--- src/rtl/ball_sched_pkg.sv ---
// Shared types and constants for the ball movement scheduler.
package ball_sched_pkg;

    typedef enum logic [1:0] {
        IDLE,
        HOLD,
        WAIT_FRAME,
        ISSUE
    } sched_state_t;

    localparam int RIGHT = 3;
    localparam int LEFT  = 2;
    localparam int DOWN  = 1;
    localparam int UP    = 0;

    localparam int ACCEL_CENTER = 256;

    // Pressing both halves of an axis means "no intent" on that axis.
    function automatic logic [3:0] cancel_opposing(input logic [3:0] raw);
        logic [3:0] d;
        d = raw;
        if (raw[RIGHT] && raw[LEFT]) begin
            d[RIGHT] = 1'b0;
            d[LEFT]  = 1'b0;
        end
        if (raw[DOWN] && raw[UP]) begin
            d[DOWN] = 1'b0;
            d[UP]   = 1'b0;
        end
        return d;
    endfunction

endpackage

--- src/rtl/ball_tick_gen.sv ---
// Step-rate divider: registered one-cycle tick every TICK_DIV clocks.
module ball_tick_gen #(
    parameter int TICK_DIV = 10
) (
    input  logic clk,
    input  logic reset,
    output logic tick
);

    localparam int CW = (TICK_DIV < 2) ? 1 : $clog2(TICK_DIV);

    logic [CW-1:0] cnt;

    always_ff @(posedge clk or negedge reset) begin
        if (!reset) begin
            cnt  <= '0;
            tick <= 1'b0;
        end else if (cnt == CW'(TICK_DIV - 1)) begin
            cnt  <= '0;
            tick <= 1'b1;
        end else begin
            cnt  <= cnt + 1'b1;
            tick <= 1'b0;
        end
    end

endmodule

--- src/rtl/ball_move_sched.sv ---
// Ball movement scheduler: step pacing, autorepeat and frame-aligned move pulses.
// Define BALL_SCHED_ACCEL_EN to compile in the accelerometer direction source.
module ball_move_sched
    import ball_sched_pkg::*;
#(
    parameter int CLK_HZ     = 100000000,
    parameter int STEP_HZ    = 60,
    parameter int HOLD_TICKS = 15,
    parameter int DEADZONE   = 32
) (
    input  logic       clk,
    input  logic       reset,
    input  logic [3:0] btn_dir,
    input  logic       sel_accel,
    input  logic [8:0] accel_x,
    input  logic [8:0] accel_y,
    input  logic       frame_sync,
    output logic [3:0] move_out,
    output logic       busy,
    output logic [7:0] drop_cnt
);

    localparam int TICK_DIV = CLK_HZ / STEP_HZ;
    localparam int HW       = (HOLD_TICKS < 1) ? 1 : $clog2(HOLD_TICKS + 1);

    logic          tick;
    logic [3:0]    raw_dir;
    logic [3:0]    dir;
    sched_state_t  state, state_nx;
    logic [3:0]    dir_q, dir_nx;
    logic [HW-1:0] hold_cnt, hold_nx;
    logic          drop_inc;

    ball_tick_gen #(.TICK_DIV(TICK_DIV)) u_tick (
        .clk   (clk),
        .reset (reset),
        .tick  (tick)
    );

`ifdef BALL_SCHED_ACCEL_EN
    // Widened to 10 bits so the deadzone bounds never wrap.
    localparam logic [9:0] ACC_HI = 10'(ACCEL_CENTER + DEADZONE);
    localparam logic [9:0] ACC_LO = 10'(ACCEL_CENTER - DEADZONE);

    logic [3:0] accel_dir;

    always_comb begin
        accel_dir        = '0;
        accel_dir[RIGHT] = {1'b0, accel_x} > ACC_HI;
        accel_dir[LEFT]  = {1'b0, accel_x} < ACC_LO;
        accel_dir[DOWN]  = {1'b0, accel_y} > ACC_HI;
        accel_dir[UP]    = {1'b0, accel_y} < ACC_LO;
        raw_dir          = sel_accel ? accel_dir : btn_dir;
    end
`else
    logic unused_accel;
    assign unused_accel = ^{sel_accel, accel_x, accel_y};
    assign raw_dir      = btn_dir;
`endif

    assign dir = cancel_opposing(raw_dir);

    always_ff @(posedge clk or negedge reset) begin
        if (!reset) begin
            state    <= IDLE;
            dir_q    <= '0;
            hold_cnt <= '0;
            drop_cnt <= '0;
        end else begin
            state    <= state_nx;
            dir_q    <= dir_nx;
            hold_cnt <= hold_nx;
            if (drop_inc && drop_cnt != 8'hFF)
                drop_cnt <= drop_cnt + 8'd1;
        end
    end

    always_comb begin
        state_nx = state;
        dir_nx   = dir_q;
        hold_nx  = hold_cnt;
        drop_inc = 1'b0;
        case (state)
            IDLE: begin
                if (tick && dir != 4'd0) begin
                    dir_nx   = dir;
                    hold_nx  = '0;
                    state_nx = WAIT_FRAME;
                end
            end
            HOLD: begin
                if (tick) begin
                    if (dir == 4'd0) begin
                        state_nx = IDLE;
                    end else if (dir != dir_q) begin
                        dir_nx   = dir;
                        hold_nx  = '0;
                        state_nx = WAIT_FRAME;
                    end else if (hold_cnt < HW'(HOLD_TICKS)) begin
                        hold_nx  = hold_cnt + 1'b1;
                    end else begin
                        state_nx = WAIT_FRAME;
                    end
                end
            end
            WAIT_FRAME: begin
                // frame_sync takes priority over a coincident tick
                if (frame_sync) begin
                    state_nx = ISSUE;
                end else if (tick) begin
                    drop_inc = 1'b1;
                    if (dir == 4'd0)
                        state_nx = IDLE;
                    else
                        dir_nx = dir;
                end
            end
            ISSUE:   state_nx = HOLD;
            default: state_nx = IDLE;
        endcase
    end

    always_comb begin
        move_out = (state == ISSUE) ? dir_q : 4'd0;
        busy     = (state != IDLE);
    end

endmodule

--- config.mk ---
export PLATFORM = sky130hd
export DESIGN_NAME = ball_move_sched
export DESIGN_NICKNAME = d
export VERILOG_FILES = /design/src/rtl/ball_sched_pkg.sv /design/src/rtl/ball_tick_gen.sv /design/src/rtl/ball_move_sched.sv
export SDC_FILE = /design/constraint.sdc
export NUM_CORES = 1
export LEC_CHECK = 0
export ABC_AREA = 1
export CORE_UTILIZATION = 58
export CTS_CLUSTER_DIAMETER = 150
export DETAILED_ROUTE_END_ITERATION = 12
export GPL_TIMING_DRIVEN = 0
export PLACE_DENSITY = 0.85
export SETUP_SLACK_MARGIN = 0.05
export SLEW_MARGIN = 30
export SYNTH_ARGS = -nofsm -noshare
export SYNTH_HDL_FRONTEND = slang
export SYNTH_HIERARCHICAL = 1
export SYNTH_SLANG_ARGS = --single-unit
export TNS_END_PERCENT = 30
--- constraint.sdc ---
create_clock -name clk -period 3.19 [get_ports clk]
set_input_delay 0.4785 -clock clk [delete_from_list [all_inputs] [get_ports clk]]
set_output_delay 0.4785 -clock clk [all_outputs]
set_load 0.01 [all_outputs]
* After elaboration in Yosys (flattened, before gate mapping)
Index checks and enable logic that the tools add are counted.
Storage, ports and cells: bits in registers 40, word-level logic and storage cells 71, input bits 26, output and inout bits 13
Cells by class: magnitude comparators 1, equality and inequality tests 17, muxes and demuxes 31, $add $sub $neg 3, reduce and logical (&&, ||, !) cells 13
Operators by type and width (count):
- two-way mux 4 bit | 13
- adder 21 x 1 -> 21 bit (second input constant) | 1
- equality test 21 bit (second input constant) | 1
- two-way mux 21 bit | 1
- two-way mux 2 bit | 10
- case mux 4 bit (3 select lines) | 1
- inequality test 2 bit (second input constant) | 5
- AND reduction 5 bit | 2
- adder 8 x 1 -> 8 bit (second input constant) | 1
- inequality test 8 bit (second input constant) | 1
- case mux 2 bit (4 select lines) | 1
- case mux 4 bit (2 select lines) | 1
- AND reduction 8 bit | 1
- inequality test 3 bit (second input constant) | 2
- adder 4 x 1 -> 4 bit (second input constant) | 1
- equality test 2 bit (second input constant) | 2
- logical AND 1 bit | 4
- logical NOT 4 bit | 1
- < comparator 4 bit (second input constant) | 1
- two-way mux 1 bit | 4
- inequality test 2 x 1 -> 1 bit (second input constant) | 2
- inequality test 4 bit | 1
- inequality test 4 bit (second input constant) | 1
- nonzero test 2 bit | 2
- 5 further kinds | 5

* Longest topological paths before layout
Gate-level depths: netlist of run 1.
word-level depth 7, gate-level depth with buffers 10, mapped depth without buffers 10

* By module
The synthesis of run 1 kept the hierarchy.
Modules (own cells, without submodules):
- ball_tick_gen | area each 1351.3 um2, sequential area each 550.5 um2, times used 1, cells an instance 183
- ball_move_sched | area each 1218.7 um2, sequential area each 450.4 um2, times used 1, cells an instance 171

* Worst setup path before layout of run 1
Ideal clock, no wire load.
path type input -> register, start in btn_dir[0], end reg hold_cnt[2], arrival time 1384 ps, path buffers 0, library setup time 118 ps, required time 3072 ps, path slack 1688 ps, cell stages on the path 8, cell sequence inv_1 -> ha_1 -> nand2_1 -> nand2_1 -> nor2_1 -> nand2_2 -> nand2_1 -> nand2_1
Between the ends: word-level cells in the longest chain between the ends 7, elaborated cells on any way between the ends 14, classes of those cells eq/ne (4); mux (5); reduce/logical (5)
Ends and longest elaborated chain:
- start, declared | line ball_move_sched.sv:13 | input logic [3:0] btn_dir,
- logical AND 1 bit | line ball_sched_pkg.sv:26 | if (raw[DOWN] && raw[UP]) begin
- two-way mux 2 bit (*) | line ball_sched_pkg.sv:26
- inequality test 4 bit | line ball_move_sched.sv:95 | end else if (dir != dir_q) begin
- two-way mux 4 bit | line ball_move_sched.sv:95
- two-way mux 4 bit | line ball_move_sched.sv:93 | if (dir == 4'd0) begin
- two-way mux 4 bit | line ball_move_sched.sv:92 | if (tick) begin
- case mux 4 bit (2 select lines) | line ball_move_sched.sv:83 | case (state)
- end signal, assigned | line ball_move_sched.sv:72 | hold_cnt <= hold_nx;
- end, declared | line ball_move_sched.sv:31 | logic [HW-1:0] hold_cnt, hold_nx;
Every way passes the cells marked *; elsewhere a longest branch is shown, timed or not. The select of a mux whose other input is x is not followed. A chain may end at the register's enable or synchronous reset.

* Worst setup path in the final report of run 1
start reg state[0], end out move_out[1]
Between the ends: word-level cells in the longest chain between the ends 2
Ends and longest elaborated chain:
- start, declared | line ball_move_sched.sv:29 | sched_state_t state, state_nx;
- start signal, assigned | line ball_move_sched.sv:70 | state <= state_nx;
- equality test 2 bit | line ball_move_sched.sv:124 | move_out = (state == ISSUE) ? dir_q : 4'd0;
- two-way mux 4 bit | line ball_move_sched.sv:124
- end, declared | line ball_move_sched.sv:18 | output logic [3:0] move_out,
Every way passes these cells.

==> results of run 1 <==
-- area by class of cell --
class,count,area share [%]
repair buffers,20,7.158
flip-flops and latches,40,33.68
well taps,50,2.105
inverters,53,6.695
multi-input cells,261,46.11
clock inverters,1,1.011
clock buffers,7,3.242
-- metrics by stage --
step                area (um2)  instances  setup WS, ns  util [%]
floorplan                 2570        354         1.688         -
global placement          2823        423        0.6370     68.59
detailed placement        2845        424        0.9671     69.14
CTS                       2972        432         1.077     72.21
global route              2972        432         1.010     72.21
finish                    2972        432         1.074     72.21
-- logic make-up (layout without fill, tap and decap cells) --
group | count (synthesis) | after routing | synth area share (%)
buffers and inverters | 53 | 81 | 7.741
adders and majority gates | 8 | 8 | 3.895
AOI/OAI and AO/OA | 21 | 21 | 4.820
DFF | 40 | 40 | 38.95
and+or+nand+nor | 217 | 217 | 39.48
xor gates and xnor gates | 15 | 15 | 5.112
-- flip-flops by register name, indices dropped and copies added, names as in the netlist --
| signal | count |
|---|---|
| dir_q | 4 |
| hold_cnt | 4 |
| u_tick/tick | 1 |
| drop_cnt | 8 |
| u_tick/cnt | 21 |
| state | 2 |
-- worst max path at each step --
stage                         start                       to
6_report       state[0]$_DFFE_PN0P_              move_out[1]
5_1_grt        state[0]$_DFFE_PN0P_              move_out[0]
3_5_place_dp             btn_dir[0]  hold_cnt[1]$_DFFE_PN0P_
2_1_floorplan            btn_dir[0]  hold_cnt[2]$_DFFE_PN0P_
3_3_place_gp                  reset  u_tick/cnt[6]$_DFF_PN0_
4_1_cts        state[0]$_DFFE_PN0P_              move_out[1]
-- routing by layer --
layer | share of wire [%] | vias up | routed length (um) | global-route usage [%]
met5 | 0 | - | 0 | 0
met2 | 47 | 57 | 2556 | 41.54
li1 | - | 1171 | - | -
met1 | 47 | 1101 | 2591 | 35.57
met3 | 4.0 | 16 | 219 | 7.730
met4 | 2.2 | 0 | 121 | 12.24
-- power by group --
group          internal (mW)  switching (mW)  leakage, nW
clock                  0.276           0.185       0.0645
sequential             0.507               0        0.539
combinational         0.0160          0.0279        0.810
-- worst max-delay path, stage by stage, from the launching register on --
cell and delay, ns:
sky130_fd_sc_hd__dfrtp_1 0.46, sky130_fd_sc_hd__nand2_1 0.20, sky130_fd_sc_hd__nor2_1 0.13, sky130_fd_sc_hd__clkdlybuf4s50_1 0.55
-- layout by cell type (no fill, tap or decap), drive strengths merged, types with 8 or more instances in the layout --
cell | Yosys | layout
nand3 | 31 | 31
nand4 | 11 | 11
ha | 8 | 8
nor2 | 69 | 69
o21ai | 15 | 15
inv | 52 | 52
clkdlybuf4s50 | 0 | 18
xor2 | 10 | 10
dfrtp | 40 | 40
nand2 | 96 | 96
==> metrics.yaml, run 1 <==
critical_path:
  regToRegStartpoint: "u_tick/cnt[0]$_DFF_PN0_"
  data_required_time_of_the_worst_path_ns: 2.71
  r2r.worst_path.cells: 6
  worst_ep_arrival_time_ns: 1.64
  cp-end-kind: "output pin"
  crit_path_start_kind: "flop"
  reg2reg_slack_ns: 1.57
  regToRegEndpoint: "u_tick/cnt[16]$_DFF_PN0_"
  worstPathMaxFanout: 7
  worst-setup-path-type: "reg2out"
clocking:
  max-clock-path-buffers: 2
  cts_tree: "built"
  cts_root_buf: "sky130_fd_sc_hd__clkbuf_8"
  worstSkewPairLatency_ns: 0.30
  cts.sink_count: 40
  clk_pin_slew_worst_paths_ns: 0.08
  htree_levels: 2
  cts_made_buffers: 5
  postCtsSetupRepairBufs: 0
  postCtsHoldBufs: 0
  cts_resized: 0
synth:
  synth_common_cells: "sky130_fd_sc_hd__nand2_1 (89), sky130_fd_sc_hd__nor2_1 (55), sky130_fd_sc_hd__inv_1 (46)"
  ys_dominant_reg_cell: "sky130_fd_sc_hd__dfrtp_1"
  yosys_warnings: 6
  yosysMostFrequentCell: "sky130_fd_sc_hd__nand2_1"
  share_of_synthesized_flip_flops_with_an_asynchronous_set_or_reset_pct: 100.0
  ys_seq_area_share_pct: 38.95
  synth_area_leader_cell: "sky130_fd_sc_hd__dfrtp_1"
  yosys-top-cells-area: "sky130_fd_sc_hd__dfrtp_1 (39%), sky130_fd_sc_hd__nand2_1 (13%), sky130_fd_sc_hd__nor2_1 (8.0%)"
  post_synth.cell_area_avg_um2: 7.260
  synthCells: 354
  synth_edf_count: 0
  yosysTopAreaCellShare_pct: 38.95
  synth_fp_nets: 388
  synth.cell_area_um2: 2570
  yosys.cell_types.count: 27
  ys_seq_elements: 40
sta:
  rsz0062_at_grt: "false"
  post-route-period-util_pct: 66.34
  clock-skew-final_ns: 0.005643
  final-max-slew-violation-count: 0
  finalSetupTns_ns: 0
  remaining_max_slew_budget_at_the_tightest_pin_pct: 68.24
  achievable-frequency_mhz: 472.6
  tightestPinTransition_ns: 0.4764
  timing.final.crit_period_ns: 2.116
  worst_hold_slack_ns: 0.1200
  hold_violations: 0
  setup_viol: 0
floorplan:
  start_util_pct: 62.45
  pin_count: 39
  design.die.area_um2: 4701
  chipHeight_um: 68.57
  placeableCoreArea_um2: 4115
  core.rowCount: 23
  die_x_um: 68.57
drt:
  final_antenna_net_count: 0
  detail_route.vias_per_cell: 5.428
  remaining_drc_errors: 0
  dr_total_vias: 2345
  drt_first_iter_violations: 208
  drt_first_pass_iters: 4
  post_drt_wl_per_cell_um: 12.71
  route.final.wire_length_mm: 5.489
power_and_ir_drop:
  irDropWorstVdd_mv: 0.3219
  leakagePower_nw: 1.414
  post-layout-total-power_mw: 1.011
  p_per_area_nw_per_um2: 340.3
global_route:
  first_global_vias: 2113
  grt_max_degree: 23
  global_route.usage.total_pct: 27.17
  wire_length_of_the_first_global_routing_pass_mm: 9.287
  overflow: 0
  grt_antenna_before_repair: 0
placement:
  globalplace.congestion: 0.9042
  place_hpwl_mm: 3.912
  place.port_buffers: 19
outcome:
  run_status: "finished clean"
finish:
  antenna-diode-count: 0
  number_of_fill_cells_in_the_layout: 337
  num-nets-final: 415
  multi_input_comb_area_um2: 1370
  seq_area_um2: 1001
  final_layout_size_suffix_gt1_share_pct: 11.52
  syn_to_final_growth_pct: 15.63
min_path:
  timing.hold.worst.class: "in2async"
flow_run:
  max_cap_violations: 0
No activity file was read; power rests on OpenSTA's default activity.
==> inputs of run 2 (changes only) <==
Settings changed: CORE_UTILIZATION 58 to 54, PLACE_DENSITY 0.85 to 0.8.
Clock period 3.19 ns to 2.1 ns, I/O delays scaled along.
==> metrics.yaml, run 2 (synthesis results as in run 1) <==
clocking:
  worstSkewPairLatency_ns: 0.31  # about the same
  max-clock-path-buffers: 2  # unchanged
  clk_pin_slew_worst_paths_ns: 0.09  # about the same
  cts_made_buffers: 5  # unchanged
  cts_tree: "built"
  cts.sink_count: 40  # unchanged
  cts_root_buf: "sky130_fd_sc_hd__clkbuf_8"
  htree_levels: 2  # unchanged
  postCtsSetupRepairBufs: 0  # unchanged
floorplan:
  pin_count: 39  # unchanged
  chipHeight_um: 70.99  # +3.5%
  start_util_pct: 57.44  # -5.0 points
  design.die.area_um2: 5039  # +7.2%
  die_x_um: 70.99  # +3.5%
  placeableCoreArea_um2: 4474  # +8.7%
  core.rowCount: 24  # +4.3%
sta:
  post_route_setup_slack_ns: 0.1912  # -0.8827 ns
  timing.final.crit_period_ns: 1.909
  worst_hold_slack_ns: 0.4895  # +0.3695 ns
  tightestPinTransition_ns: 0.4929  # +0.01648 ns
  final-max-slew-violation-count: 0  # unchanged
  hold_violations: 0  # unchanged
  remaining_max_slew_budget_at_the_tightest_pin_pct: 67.14  # -1.1 points
  finalSetupTns_ns: 0  # unchanged
  rsz0062_at_grt: "false"
  clock-skew-final_ns: 0.008860  # +0.003216 ns
  achievable-frequency_mhz: 523.9
  post-route-period-util_pct: 90.90
  setup_viol: 0  # unchanged
placement:
  placement.setup.worst_slack_ns: 0.04791  # -0.9192 ns
  place_hpwl_mm: 3.919  # +0.17%
  globalplace.congestion: 0.8978  # -0.71%
  placement_stage_cell_area_um2: 2848  # about the same
  place.port_buffers: 19  # unchanged
  dpl.cell_count: 426  # +0.47%
power_and_ir_drop:
  post-layout-total-power_mw: 1.381  # +37%
  intPower_mw: 1.030  # +29%
  irDropWorstVdd_mv: 0.4518  # +40%
  p_per_area_nw_per_um2: 467.8  # +37%
  share_seq_of_total_power_pct: 55.7  # +5.6 points
  pwr-share-clk_pct: 39.4  # -6.2 points
  share_comb_of_total_power_pct: 4.8  # +0.5 points
  p_sw_share_pct: 25.39  # +4.4 points
  switching_pwr_uw: 350.5  # +65%
  leakagePower_nw: 1.392  # -1.5%
global_route:
  grt_max_degree: 22  # -4.3%
  overflow: 0  # unchanged
  grt_antenna_before_repair: 0  # unchanged
  first_global_vias: 2074  # -1.8%
  wire_length_of_the_first_global_routing_pass_mm: 9.114  # -1.9%
  global_route.usage.total_pct: 23.19  # -4.0 points
drt:
  final_antenna_net_count: 0  # unchanged
  remaining_drc_errors: 0  # unchanged
  detail_route.vias_per_cell: 5.244  # -3.4%
  route.final.wire_length_mm: 5.145  # -6.3%
  drt_first_iter_violations: 155  # -25%
  post_drt_wl_per_cell_um: 11.83  # -6.9%
  drt_first_pass_iters: 5  # +1
  dr_total_vias: 2281  # -2.7%
finish:
  layout_commonest_cell: "sky130_fd_sc_hd__nand2_1"
  mostFrequentLayoutCells: "sky130_fd_sc_hd__nand2_1 (89), sky130_fd_sc_hd__nor2_1 (55), sky130_fd_sc_hd__inv_1 (46), sky130_fd_sc_hd__dfrtp_1 (39), sky130_fd_sc_hd__nand3_1 (29)"
  final_cells: 435  # +0.69%
  largest_registers: "u_tick/cnt: 21 flops, drop_cnt: 8 flops"
  antenna-diode-count: 0  # unchanged
  final_area_um2: 2952  # -0.67%
  largest_register: "u_tick/cnt"
  final_layout_size_suffix_gt1_share_pct: 11.75  # +0.23 points
  syn_to_final_growth_pct: 14.85
  num-nets-final: 416  # +0.24%
  largest_register_ff_count: 21  # unchanged
  final_core_util_pct: 65.97  # -6.2 points
critical_path:
  worst-setup-path-type: "reg2out"
  worst_ep_arrival_time_ns: 1.59  # -0.05 ns
  reg2reg_slack_ns: 0.59  # -0.98 ns
  cp-end-kind: "output pin"
  data_required_time_of_the_worst_path_ns: 1.78  # -0.93 ns
  crit_path_start_kind: "flop"
  worstPathMaxFanout: 7  # unchanged
min_path:
  timing.hold.worst.class: "in2async"
outcome:
  run_status: "finished clean"
flow_run:
  max_cap_violations: 0  # unchanged
==> run 2: critical path, cell delays in order, from the launching register on <==
cell	delay (ns)
sky130_fd_sc_hd__dfrtp_2	0.43
sky130_fd_sc_hd__nand2_1	0.16
sky130_fd_sc_hd__nor2_1	0.14
sky130_fd_sc_hd__clkdlybuf4s50_1	0.55
==> run 2: final timing paths <==
check | start | cells after the start | end
min in group clk | hold_cnt[3]$_DFFE_PN0P_ | 2 | hold_cnt[3]$_DFFE_PN0P_
worst min register to register | hold_cnt[3]$_DFFE_PN0P_ | 2 | hold_cnt[3]$_DFFE_PN0P_
max in group asynchronous | reset | 3 | u_tick/cnt[3]$_DFF_PN0_
worst max-delay path | state[0]$_DFFE_PN0P_ | 3 | move_out[1]
worst max register to register | u_tick/cnt[1]$_DFF_PN0_ | 7 | u_tick/cnt[3]$_DFF_PN0_
worst min-delay path | reset | 2 | dir_q[2]$_DFFE_PN0P_
==> run 2: repair_timing <==
| action | 4_1_cts | 5_1_grt |
|---|---|---|
| endpoints found under the hold margin | 19 | 0 |
| gates resized for setup | 0 | 1 |
| setup endpoints to repair | 0 | 2 |
| hold buffers | 1 | 0 |
==> run 2: final cells by class <==
class                      instances  area [um2]
fill                             388        1523
clock buffer                       5       68.82
timing repair buffer              21       222.7
inverter                          53       198.9
tap                               52       65.06
clock inverter                     3       23.77
multi-input combinational        261        1370
sequential                        40        1002
==> run 2: power by group through the flow <==
stage	Combinational [mW]	Sequential, mW	Clock (mW)
after floorplan	0.0262	0.785	0
after global placement	0.0597	0.785	0
after detailed placement	0.0661	0.785	0
after CTS	0.0676	0.769	0.559
after global routing	0.0775	0.770	0.586
final	0.0667	0.769	0.545
==> run 2: layer usage <==
metal / share of wire [%] / track usage [%]
met1: 48 / 31.70
met2: 46 / 36.65
met3: 4.2 / 5.698
met4: 1.3 / 7.111
met5: 0 / 0
==> inputs of run 3 (changes only) <==
Settings changed: CORE_UTILIZATION 54 to 56, CTS_BUF_LIST set to sky130_fd_sc_hd__clkbuf_4, PLACE_DENSITY 0.8 to 0.82.
==> metrics.yaml, run 3 (synthesis results as in run 1) <==
power_and_ir_drop:
  p_sw_share_pct: 23.62  # -1.8 points
  intPower_mw: 1.050  # +1.9%
  share_seq_of_total_power_pct: 56.0  # +0.3 points
  irDropWorstVdd_mv: 0.4445  # -1.6%
  share_comb_of_total_power_pct: 4.9  # about the same
  switching_pwr_uw: 324.7  # -7.4%
  pwr-share-clk_pct: 39.1  # -0.3 points
  p_per_area_nw_per_um2: 465.9  # -0.40%
  leakagePower_nw: 1.399  # +0.50%
  post-layout-total-power_mw: 1.375  # -0.45%
global_route:
  wire_length_of_the_first_global_routing_pass_mm: 9.321  # +2.3%
  overflow: 0  # unchanged
  grt_antenna_before_repair: 0  # unchanged
  grt_max_degree: 23  # +4.5%
  first_global_vias: 2243  # +8.1%
  global_route.usage.total_pct: 23.49  # +0.30 points
sta:
  post-route-period-util_pct: 91.44  # +0.55 points
  achievable-frequency_mhz: 520.8  # -0.60%
  final-max-slew-violation-count: 0  # unchanged
  hold_violations: 0  # unchanged
  clock-skew-final_ns: 0.01294  # +0.004079 ns
  worst_hold_slack_ns: 0.4222  # -0.06722 ns
  setup_viol: 0  # unchanged
  remaining_max_slew_budget_at_the_tightest_pin_pct: 67.39  # +0.25 points
  tightestPinTransition_ns: 0.4892  # -0.003740 ns
  finalSetupTns_ns: 0  # unchanged
  timing.final.crit_period_ns: 1.920  # +0.01147 ns
  rsz0062_at_grt: "false"
critical_path:
  crit_path_start_kind: "flop"
  r2r.worst_path.cells: 6  # -1
  cp_slowest_cell: "sky130_fd_sc_hd__clkdlybuf4s50_1"
  worstPathMaxFanout: 5  # -2
  worst-setup-path-type: "reg2out"
  reg2reg_slack_ns: 0.59  # about the same
  regToRegEndpoint: "u_tick/cnt[14]$_DFF_PN0_"
  path_buf_inv: 1  # unchanged
  regToRegStartpoint: "u_tick/cnt[0]$_DFF_PN0_"
  worst_ep_arrival_time_ns: 1.61  # +0.02 ns
  cp-end-kind: "output pin"
  data_required_time_of_the_worst_path_ns: 1.78  # about the same
  critPathMaxStageDelay_ns: 0.55  # about the same
  crit_chain: "nand2_1, nor2_1, clkdlybuf4s50_1"
  cp-startpoint: "state[1]$_DFFE_PN0P_"
  crit_family: "buffers and inverters"
clocking:
  cts_made_buffers: 5  # unchanged
  worstSkewPairLatency_ns: 0.36  # +0.05 ns
  cts_tree: "built"
  cts_root_buf: "sky130_fd_sc_hd__clkbuf_4"
  htree_levels: 2  # unchanged
  clk_pin_slew_worst_paths_ns: 0.14  # +0.05 ns
  cts.sink_count: 40  # unchanged
  max-clock-path-buffers: 2  # unchanged
drt:
  route.final.wire_length_mm: 5.240  # +1.8%
  dr_total_vias: 2304  # +1.0%
  final_antenna_net_count: 0  # unchanged
  post_drt_wl_per_cell_um: 12.02  # +1.6%
  drt_first_pass_iters: 4  # -1
  drt_first_iter_violations: 92  # -41%
  detail_route.vias_per_cell: 5.284  # +0.78%
  remaining_drc_errors: 0  # unchanged
finish:
  final_layout_size_suffix_gt1_share_pct: 11.98  # +0.23 points
  layout_commonest_cell: "sky130_fd_sc_hd__nand2_1"
  mostFrequentLayoutCells: "sky130_fd_sc_hd__nand2_1 (89), sky130_fd_sc_hd__nor2_1 (55), sky130_fd_sc_hd__inv_1 (46), sky130_fd_sc_hd__dfrtp_1 (39), sky130_fd_sc_hd__nand3_1 (29)"
  final_area_um2: 2950  # about the same
  number_of_fill_cells_in_the_layout: 363  # -6.4%
  largest_registers: "u_tick/cnt: 21 flops, drop_cnt: 8 flops"
  largest_register: "u_tick/cnt"
  final_cells: 436  # +0.23%
  syn_to_final_growth_pct: 14.80  # about the same
  largest_register_ff_count: 21  # unchanged
  num-nets-final: 417  # +0.24%
  antenna-diode-count: 0  # unchanged
outcome:
  run_status: "finished clean"
placement:
  place_hpwl_mm: 3.892  # -0.67%
  globalplace.congestion: 0.8663  # -3.5%
  dpl.cell_count: 426  # unchanged
  placement_stage_cell_area_um2: 2848  # unchanged
  place.port_buffers: 19  # unchanged
floorplan:
  die_x_um: 69.75  # -1.7%
  chipHeight_um: 69.75  # -1.7%
  start_util_pct: 58.62  # +1.2 points
  design.die.area_um2: 4864  # -3.5%
  placeableCoreArea_um2: 4384  # -2.0%
  core.rowCount: 24  # unchanged
  pin_count: 39  # unchanged
min_path:
  timing.hold.worst.class: "in2async"
flow_run:
  max_cap_violations: 0  # unchanged
## run 3: cell count changes in the layout (fill, tap and decap cells not counted)
cell | before | now
sky130_fd_sc_hd__clkbuf_8 | 5 | 0
sky130_fd_sc_hd__bufinv_16 | 0 | 1
sky130_fd_sc_hd__buf_4 | 0 | 1
sky130_fd_sc_hd__inv_6 | 0 | 1
sky130_fd_sc_hd__clkbuf_4 | 0 | 5
sky130_fd_sc_hd__clkinvlp_4 | 2 | 1
sky130_fd_sc_hd__clkinv_4 | 1 | 0
## run 3: routing by layer
metal,global-route usage [%],vias to the layer above,share of wire [%]
li1,-,1175,-
met1,30.62,1069,47
met2,37.65,53,47
met3,5.378,7,4.2
met4,10.00,0,1.4
met5,0,-,0
## run 3: cell type report
type	count	area [um2]	area share, %
Clock buffer	5	37.54	1.272
Multi-Input combinational cell	261	1370	46.44
Sequential cell	40	1002	33.97
Inverter	53	198.9	6.743
Clock inverter	3	46.29	1.569
Tap cell	52	65.06	2.205
Timing Repair Buffer	22	230.2	7.803
## run 3: worst max-delay path by stage
| stage | endpoint | depth (start not counted) |
|---|---|---|
| 2_1_floorplan | drop_cnt[5]$_DFFE_PN0P_ | 6 |
| 3_3_place_gp | u_tick/cnt[4]$_DFF_PN0_ | 1 |
| 3_5_place_dp | hold_cnt[2]$_DFFE_PN0P_ | 9 |
| 4_1_cts | move_out[1] | 3 |
| 5_1_grt | move_out[1] | 3 |
| 6_report | move_out[1] | 3 |
## run 3: timing repair
action                                  in CTS  in global routing
hold endpoints to repair                    18                  0
resized for setup                            0                  1
setup buffers                                0                  1
hold buffers                                 1                  0
endpoints found under the setup margin       0                  4
## run 3: through the flow
| stage | util [%] | worst slack (ns) |
|---|---|---|
| finish | 67.29 | 0.1797 |
| global route | 67.29 | 0.06328 |
| CTS | 67.09 | 0.06744 |
| detailed placement | 64.95 | 0.004420 |
| global placement | 64.44 | -0.3174 |
| floorplan | - | 0.7320 |
## run 3: power groups by stage
| stage | Sequential [mW] | Clock, mW | Combinational [mW] |
|---|---|---|---|
| final | 0.770 | 0.538 | 0.0668 |
| after CTS | 0.770 | 0.550 | 0.0680 |
| after global routing | 0.770 | 0.574 | 0.0772 |
| after global placement | 0.785 | 0 | 0.0593 |
| after floorplan | 0.785 | 0 | 0.0262 |
| after detailed placement | 0.785 | 0 | 0.0663 |
